==> src/rtl/uart_receiver.sv <==
// uart_receiver: UART receive controller with 16x oversampling.
//
// Captures start / DATA_BITS data (LSB first) / parity / stop frames from an
// asynchronous serial line. Bit timing comes from the embedded baud_controller,
// which emits one sample_ENABLE pulse per 1/OVERSAMPLE of a bit period.
//
// Ports:
//   clk          system clock, rising edge
//   reset        asynchronous active-high reset
//   baud_select  baud rate code (000..111 = 300 .. 115200), hold stable mid-frame
//   Rx_EN        receiver enable; low forces IDLE and drops any partial frame
//   RxD          serial input, idle high, asynchronous to clk
//   Rx_DATA      last received byte (also updated on errored frames)
//   Rx_VALID     one-clk pulse for an error-free frame
//   Rx_FERROR    sticky framing error (stop bit sampled low)
//   Rx_PERROR    sticky parity error
//
// Sticky flags clear only at the next confirmed start bit or at reset.

// baud_controller: divides clk down to OVERSAMPLE ticks per bit for the
// selected baud rate.
//   clk, reset     clock and asynchronous active-high reset
//   baud_select    baud rate code
//   sample_ENABLE  one-clk tick, OVERSAMPLE per bit period
module baud_controller #(
  parameter int unsigned CLK_HZ     = 50_000_000,
  parameter int unsigned OVERSAMPLE = 16
) (
  input  logic       clk,
  input  logic       reset,
  input  logic [2:0] baud_select,
  output logic       sample_ENABLE
);

  localparam int CW = 24;

  function automatic int unsigned baud_rate(input int unsigned code);
    case (code)
      0:       return 300;
      1:       return 1200;
      2:       return 4800;
      3:       return 9600;
      4:       return 19200;
      5:       return 38400;
      6:       return 57600;
      default: return 115200;
    endcase
  endfunction

  // Clocks per tick, clamped to 1 so a slow clk still produces ticks.
  function automatic int unsigned divisor(input int unsigned code);
    int unsigned d;
    d = CLK_HZ / (baud_rate(code) * OVERSAMPLE);
    return (d < 1) ? 1 : d;
  endfunction

  logic [CW-1:0] div_table [8];
  logic [CW-1:0] div_limit;
  logic [CW-1:0] div_count;

  generate
    for (genvar gi = 0; gi < 8; gi++) begin : g_div
      assign div_table[gi] = CW'(divisor(gi));
    end
  endgenerate

  assign div_limit = div_table[baud_select] - CW'(1);

  // ">=" keeps the divider recovering if baud_select shrinks the period.
  always_ff @(posedge clk or posedge reset) begin
    if (reset) begin
      div_count     <= '0;
      sample_ENABLE <= 1'b0;
    end else if (div_count >= div_limit) begin
      div_count     <= '0;
      sample_ENABLE <= 1'b1;
    end else begin
      div_count     <= div_count + CW'(1);
      sample_ENABLE <= 1'b0;
    end
  end

endmodule

module uart_receiver #(
  parameter int unsigned DATA_BITS  = 8,
  parameter int unsigned OVERSAMPLE = 16,
  parameter int unsigned PARITY_ODD = 0,
  parameter int unsigned CLK_HZ     = 50_000_000
) (
  input  logic                 clk,
  input  logic                 reset,
  input  logic [2:0]           baud_select,
  input  logic                 Rx_EN,
  input  logic                 RxD,
  output logic [DATA_BITS-1:0] Rx_DATA,
  output logic                 Rx_VALID,
  output logic                 Rx_FERROR,
  output logic                 Rx_PERROR
);

  localparam int TW = $clog2(OVERSAMPLE);
  localparam int BW = $clog2(DATA_BITS + 1);
  localparam logic ODD = 1'(PARITY_ODD);

  localparam logic [2:0] IDLE   = 3'd0;
  localparam logic [2:0] START  = 3'd1;
  localparam logic [2:0] DATA   = 3'd2;
  localparam logic [2:0] PARITY = 3'd3;
  localparam logic [2:0] STOP   = 3'd4;

  logic                 sample_ENABLE;
  logic                 rx_meta;
  logic                 rxs;
  logic [2:0]           state;
  logic [TW-1:0]        tick_count;
  logic [BW-1:0]        bit_count;
  logic [DATA_BITS-1:0] shift;
  logic                 parity_acc;
  logic                 perr_pend;
  logic                 stop_bit;
  logic                 frame_done;
  logic                 tick_last;
  logic                 tick_mid;

  baud_controller #(
    .CLK_HZ     (CLK_HZ),
    .OVERSAMPLE (OVERSAMPLE)
  ) u_baud (
    .clk           (clk),
    .reset         (reset),
    .baud_select   (baud_select),
    .sample_ENABLE (sample_ENABLE)
  );

  // Two-flop synchronizer; resets to the idle line level.
  always_ff @(posedge clk or posedge reset) begin
    if (reset) begin
      rx_meta <= 1'b1;
      rxs     <= 1'b1;
    end else begin
      rx_meta <= RxD;
      rxs     <= rx_meta;
    end
  end

  // Full bit period elapsed: counter about to wrap OVERSAMPLE-1 -> 0.
  assign tick_last = (tick_count == TW'(OVERSAMPLE - 1));
  // The counter is about to reach OVERSAMPLE/2-1: the IDLE tick that saw the
  // falling edge counts as tick 0, so this lands at the middle of the start bit.
  assign tick_mid  = (tick_count == TW'(OVERSAMPLE / 2 - 2));

  always_ff @(posedge clk or posedge reset) begin
    if (reset) begin
      state      <= IDLE;
      tick_count <= '0;
      bit_count  <= '0;
      shift      <= '0;
      parity_acc <= 1'b0;
      perr_pend  <= 1'b0;
      stop_bit   <= 1'b1;
      frame_done <= 1'b0;
      Rx_DATA    <= '0;
      Rx_VALID   <= 1'b0;
      Rx_FERROR  <= 1'b0;
      Rx_PERROR  <= 1'b0;
    end else begin
      Rx_VALID   <= 1'b0;
      frame_done <= 1'b0;

      // Results are published the clk after the stop-bit sample, so the FSM
      // is already back in IDLE and free to catch a back-to-back start bit.
      if (frame_done) begin
        Rx_DATA   <= shift;
        Rx_PERROR <= perr_pend;
        Rx_FERROR <= ~stop_bit;
        Rx_VALID  <= ~perr_pend & stop_bit;
      end

      if (!Rx_EN) begin
        state      <= IDLE;
        tick_count <= '0;
        bit_count  <= '0;
      end else if (sample_ENABLE) begin
        case (state)
          IDLE: begin
            tick_count <= '0;
            if (!rxs) state <= START;
          end

          START: begin
            if (tick_mid) begin
              if (rxs) begin
                // Glitch, not a start bit: leave flags alone.
                state <= IDLE;
              end else begin
                Rx_FERROR  <= 1'b0;
                Rx_PERROR  <= 1'b0;
                tick_count <= '0;
                bit_count  <= '0;
                parity_acc <= 1'b0;
                state      <= DATA;
              end
            end else begin
              tick_count <= tick_count + TW'(1);
            end
          end

          DATA: begin
            if (tick_last) begin
              tick_count <= '0;
              shift      <= {rxs, shift[DATA_BITS-1:1]};
              parity_acc <= parity_acc ^ rxs;
              bit_count  <= bit_count + BW'(1);
              if (bit_count == BW'(DATA_BITS - 1)) state <= PARITY;
            end else begin
              tick_count <= tick_count + TW'(1);
            end
          end

          PARITY: begin
            if (tick_last) begin
              tick_count <= '0;
              perr_pend  <= ((parity_acc ^ rxs) != ODD);
              state      <= STOP;
            end else begin
              tick_count <= tick_count + TW'(1);
            end
          end

          STOP: begin
            if (tick_last) begin
              tick_count <= '0;
              stop_bit   <= rxs;
              frame_done <= 1'b1;
              state      <= IDLE;
            end else begin
              tick_count <= tick_count + TW'(1);
            end
          end

          default: begin
            state      <= IDLE;
            tick_count <= '0;
          end
        endcase
      end
    end
  end

endmodule

==> config.mk <==
export PLATFORM = sky130hd
export DESIGN_NAME = uart_receiver
export DESIGN_NICKNAME = d
export VERILOG_FILES = /design/src/rtl/uart_receiver.sv
export SDC_FILE = /design/constraint.sdc
export NUM_CORES = 1
export LEC_CHECK = 0
export ABC_AREA = 1
export ABC_CLOCK_PERIOD_IN_PS = 2000
export BUFFER_PORTS_ARGS = -buffer_cell sky130_fd_sc_hd__clkbuf_2
export CAP_MARGIN = 25
export CORE_ASPECT_RATIO = 0.75
export CORE_MARGIN = 3
export CORE_UTILIZATION = 56
export DETAILED_ROUTE_END_ITERATION = 16
export PLACE_DENSITY = 0.73
export SETUP_SLACK_MARGIN = 0.1
export SLEW_MARGIN = 20
export SYNTH_ARGS = -nofsm -noshare
export SYNTH_HDL_FRONTEND = slang
export SYNTH_SLANG_ARGS = --single-unit
==> constraint.sdc <==
create_clock -name clk -period 2 [get_ports clk]
set_input_delay 0.4 -clock clk [delete_from_list [all_inputs] [get_ports clk]]
set_output_delay 0.4 -clock clk [all_outputs]
set_load 0.005 [all_outputs]
Yosys cells after proc, flatten, opt, wreduce, memory -nomap -nowiden
Memory sizes are Yosys's and may differ from the RTL's.
Index checks and enable logic that the tools add are counted.

word-level totals
  memory bits (read-only) = 192
  output and inout bits = 11
  memories = 1
  register bits after elaboration = 61
  logic and storage cells = 104
  bits of input ports = 7

operators by class
  reduce and logical (&&, ||, !) cells = 10
  eq/ne operators = 20
  mux-type cells = 46
  bitwise logic cells = 5
  $lt $le $gt $ge = 2
  add/sub/neg operators = 4

memory list
  memory            words  width  rd ports  clocked after Yosys merged registers in  wr ports  RTL line  text
  (name not given)  8      24     1         0                                        0         67        assign div_limit = div_table[baud_select] - CW'(1);

operators with widths
  kind                     number
  $mux W24                 3
  $mux W4                  9
  $add A24 B1 Y24 const B  1
  $ge A24 B24 Y1           1
  $mux W3                  8
  $sub A24 B1 Y24 const B  1
  $mux W1                  21
  $ne A3 B3 Y1 const B     7
  $pmux W4 S2              2
  $pmux W3 S5              1
  $reduce_and A4 Y1        3
  $add A4 B1 Y4 const B    2
  $eq A4 B3 Y1 const B     2
  $reduce_and A7 Y1        1
  $eq A3 B2 Y1 const B     2
  $ne A2 B2 Y1 const B     3
  $reduce_and A6 Y1        1
  $reduce_and A5 Y1        1
  $eq A4 B4 Y1 const B     1
  $ge A4 B4 Y1 const B     1
  $ne A4 B4 Y1 const B     1
  $not A3 Y4               1
  $eq A3 B1 Y1 const B     1
  $eq A3 B3 Y1 const B     1
  other kinds (11)         12

Logic depth before layout (Yosys ltp)
  depth in word-level cells = 7
  mapped depth = 20
  mapped depth without buffers = 19

Cells and area by module
A second synthesis with hierarchy kept.

unflattened totals
  cell total of the unflattened synthesis = 478
  area total of the unflattened synthesis = 3828.7 µm²

modules (own cells, without submodules)
  module           cells an instance  seq. area each (µm²)  area an instance (µm²)  times used
  uart_receiver    230                904.6                 1924.3                  1
  baud_controller  248                625.6                 1904.3                  1

Worst setup path before layout
Ideal clock, no wire load.

  kind = input-to-reg
  start point = in baud_select[1]
  end point = reg u_baud.div_count[12]
  path buffers = 1
  stages on the path = 17
  required time = 1.879 ns
  data arrival time = 2.369 ns
  setup slack = -0.489 ns
  setup time = 0.121 ns
  cells stage by stage = inv_1 > ha_1 > o21bai_4 > nor2_4 > nand2_2 > nand3_2 > nor2_2 > nand2_1 > ha_1 > nand2_1 > nor2_1 > nand3_1 > nor2_1 > nand2_1 > nand2_2 > buf_6 > nor2_2

between the ends
  word-level cells in the longest chain between the ends = 7

RTL lines
  element                                       RTL line  text
  start: declaration                            93        input logic [2:0] baud_select,
  $not A3 Y4 (not written as such)              67
  $mem_v2 Z8 W24                                -
  $mux W24 (not written as such) (2 in series)  67
  $sub A24 B1 Y24                               67
  $ge A24 B24 Y1                                74        end else if (div_count >= div_limit) begin
  $mux W24                                      74
  end signal: assignment                        78        div_count <= div_count + CW'(1);
  end: declaration                              59        logic [CW-1:0] div_count;

No other way between the ends. The select of a mux whose other input is x is not followed.
A chain may end at the register's enable or synchronous reset.

Final worst setup path
  start point = in baud_select[1]
  end point = reg u_baud.div_count[3]

The elaborated chain is that of the path after synthesis.

==> impl_metrics.tcl <==
set metrics [dict create \
    outcome "finished with violations" \
    violations "setup timing" \
    grtUsageTotal_pct 23.2 \
    path_class "input pin to flop" \
    cp-start-kind "input pin" \
    max_stage_delay_ns 0.37 \
    critPathMostFrequentCell "nand2_1" \
    period_needed_ns 2.51 \
    fp.dieH_um 81.0 \
    setup_violations 22 \
    hold_buffers 0 \
    ys_ff_latch 61 \
    start_util_pct 59.7 \
    layout-drive-gt1-share_pct 32.7 \
    path_buf_inv 4 \
    critical_path_required_ns 2.23 \
    final_nets 632 \
    irDropWorstVdd_uv 509 \
    p_leak_nw 2.52 \
    cts_tree "yes" \
    grt_pass1_wl_um 15900 \
    ys_seq_area_share_pct 36.5 \
    syn-instance-count 536 \
    max_freq_mhz 398 \
    grt_overflow 0 \
    crit_slowest_cell "ha_4" \
    synth_commonest_cells "nand2_1, nor2_1, inv_1, dfrtp_1, nand3_1" \
    coreArea_um2 7030 \
    cts.reportedPaths.clkPinSlew_ns 0.08 \
    die_w_um 106 \
    final.setup.tns_ns -10.90 \
    cts_buffers 9 \
    htreeDepth 3 \
    root_buffer "clkbuf_8" \
    synth_edf_count 0 \
    rsz0062_at_grt "true" \
    drtAntennaViolNets 0 \
    via_count 3657 \
    ys_async_sr_fraction_pct 100 \
    synth_cell_type_count 38 \
    max_cap_viol_count 0 \
    crit_family "simple AND/OR/NAND/NOR gates" \
    gp_congestion 0.893 \
    rows 26 \
    dpl.hpwl_um 6700 \
    routedWlPerCell_um 14.1 \
    io_buffers 17 \
    grt_pass1_vias 3441 \
    grt_max_degree 47 \
    synth_top_area_share_pct 34.6 \
    slew_violations 0 \
    fin_area_um2 5220 \
    yosysMostFrequentCell "nand2_1" \
    power_density_nw_per_um2 679 \
    syn_area_um2 4200 \
    synthFlopType "dfrtp_1" \
    fillCellCount 476 \
    worst_slack_ns -0.509 \
    ys_top_cells_by_area "dfrtp_1, nand2_1, ha_1" \
    io_pins 18 \
    insertion_delay_ns 0.34 \
    area_delta_synth_final_pct 24.4 \
    clock-skew-final_ns 0.0140 \
    end_kind "flop" \
    cts_sinks 61 \
    fin_crit_sh_pct 125 \
    die_area_um2 8580 \
    n_antenna_cell 0 \
    drc 0 \
    wirelength_um 9900 \
    cts_buffer_depth 2 \
    synth_warnings 0 \
    critPathMaxFanout 8 \
    hold_class "input pin to asynchronous set/reset pin" \
    synth.avg_cell_area_um2 7.83 \
    place_area_um2 4650 \
    antenna_found_initial 0 \
    detail_route.first_pass.iterations 5 \
    viasPerCell 5.22 \
    cp_data_arrival_time_ns 2.74 \
    crit_chain "buf_8 > clkinvlp_4 > ha_4 > nand2_4 > o21ai_4 > inv_2 > nand2_1 > nor2_1 > nand2_1 > nand2_1 > nand2_1 > nand2_2 > ha_4 > nand2_4 > nor2_2 > nand2_1 > nand2_2 > nand2_2 > nand2_4 > buf_12 > nor2_1" \
    synth.largest_area_cell "dfrtp_1" \
    drt_iter0_markers 198 \
    finalHoldViolCount 0 \
]
## logic make-up (layout without fill, tap and decap cells)
logic type / count (synthesis) / after routing / share of synthesized area [%]
simple gates: 288 / 288 / 32.1
compound gates: 55 / 55 / 9.96
other cells: 1 / 3 / 0.0894
fa+ha+maj: 28 / 28 / 8.35
flops: 61 / 61 / 36.5
xor+xnor: 23 / 23 / 4.80
buf+inv: 80 / 144 / 8.26
## state kept, by name, summed over array words and instances, names as in the netlist, 3 cells and up
register,cells
state,3
bit_count,4
shift,8
tick_count,4
u_baud.div_count,24
Rx_DATA,8
## layout make-up
type                            count  area, um2  share of cell area [%]
Clock buffer                        9        124                    2.37
Clock inverter                      7       97.6                    1.87
Tap cell                           98        123                    2.35
Inverter                           71        279                    5.35
Multi-Input combinational cell    397       2590                    49.6
Sequential cell                    61       1530                    29.3
Timing Repair Buffer               57        477                    9.13
## report_power, final
group / internal, mW / leakage (nW) / switching, mW
registers: 1.28 / 0.823 / 0.0595
logic: 0.359 / 1.59 / 0.615
clock network: 0.705 / 0.106 / 0.528
## layout by cell type (no fill, tap or decap), types with 5 or more instances in the layout
cell / n
nand3_2: 5
buf_4: 32
inv_2: 13
nand2_4: 8
inv_1: 54
nor2_4: 16
a21oi_2: 7
clkbuf_2: 16
a21oi_1: 7
nand2_1: 130
nand2_2: 15
nor2_1: 49
xor2_1: 18
ha_4: 7
clkbuf_8: 9
dfrtp_1: 58
xnor2_1: 5
nand3_1: 28
o21ai_4: 5
nand4_1: 8
o21ai_2: 11
o21ai_0: 14
nor2_2: 23
ha_1: 20
## worst reg2reg max path: cells and delay by family (launching register included)
kind,cells,cell delay [ns]
fa+ha+maj,1,0.30
buf+inv,2,0.24
flops,1,0.47
simple gates,9,0.67
## layer usage
layer / global-route usage, % / vias up / routed length, um
li1: - / 1805 / -
met1: 33.1 / 1730 / 4700
met2: 36.5 / 101 / 4500
met3: 4.92 / 21 / 504
met4: 5.43 / 0 / 184
met5: 0 / - / 0
## path summary, 6_finish.rpt
| check | cells after the start | endpoint | startpoint | slack (ns) |
|---|---|---|---|---|
| setup / recovery | 21 | u_baud.div_count[3] | baud_select[1] | -0.51 |
| hold / removal | 2 | u_baud.div_count[23] | reset | 0.02 |
| min in group clk | 1 | rx_meta | RxD | 0.13 |
| setup reg to reg | 12 | u_baud.div_count[5] | u_baud.div_count[0] | 0.25 |
| max in group asynchronous | 3 | stop_bit | reset | 1.39 |
| hold reg to reg | 0 | rxs | rx_meta | 0.36 |
## what timing repair did
| item | in CTS | in global routing |
|---|---|---|
| pin swaps | 10 | 19 |
| cloned | 1 | 0 |
| buffers inserted | 1 | 6 |
| resized for setup | 18 | 50 |
| endpoints found under the setup margin | 22 | 22 |
## stage by stage
stage               worst slack, ns  power [mW]  utilization [%]  hold slack (ns)  std cells
CTS                          -0.324        3.47             70.5           0.0180        694
detailed placement           -0.766        2.21             66.1            0.348        676
global route                 -0.615        3.73             74.3           0.0243        700
global placement             -0.695        2.20             66.1            0.347        676
finish                       -0.509        3.54             74.3           0.0161        700
floorplan                    -0.431        2.00                -            0.345        538
Power figures use the tool's default switching activity.
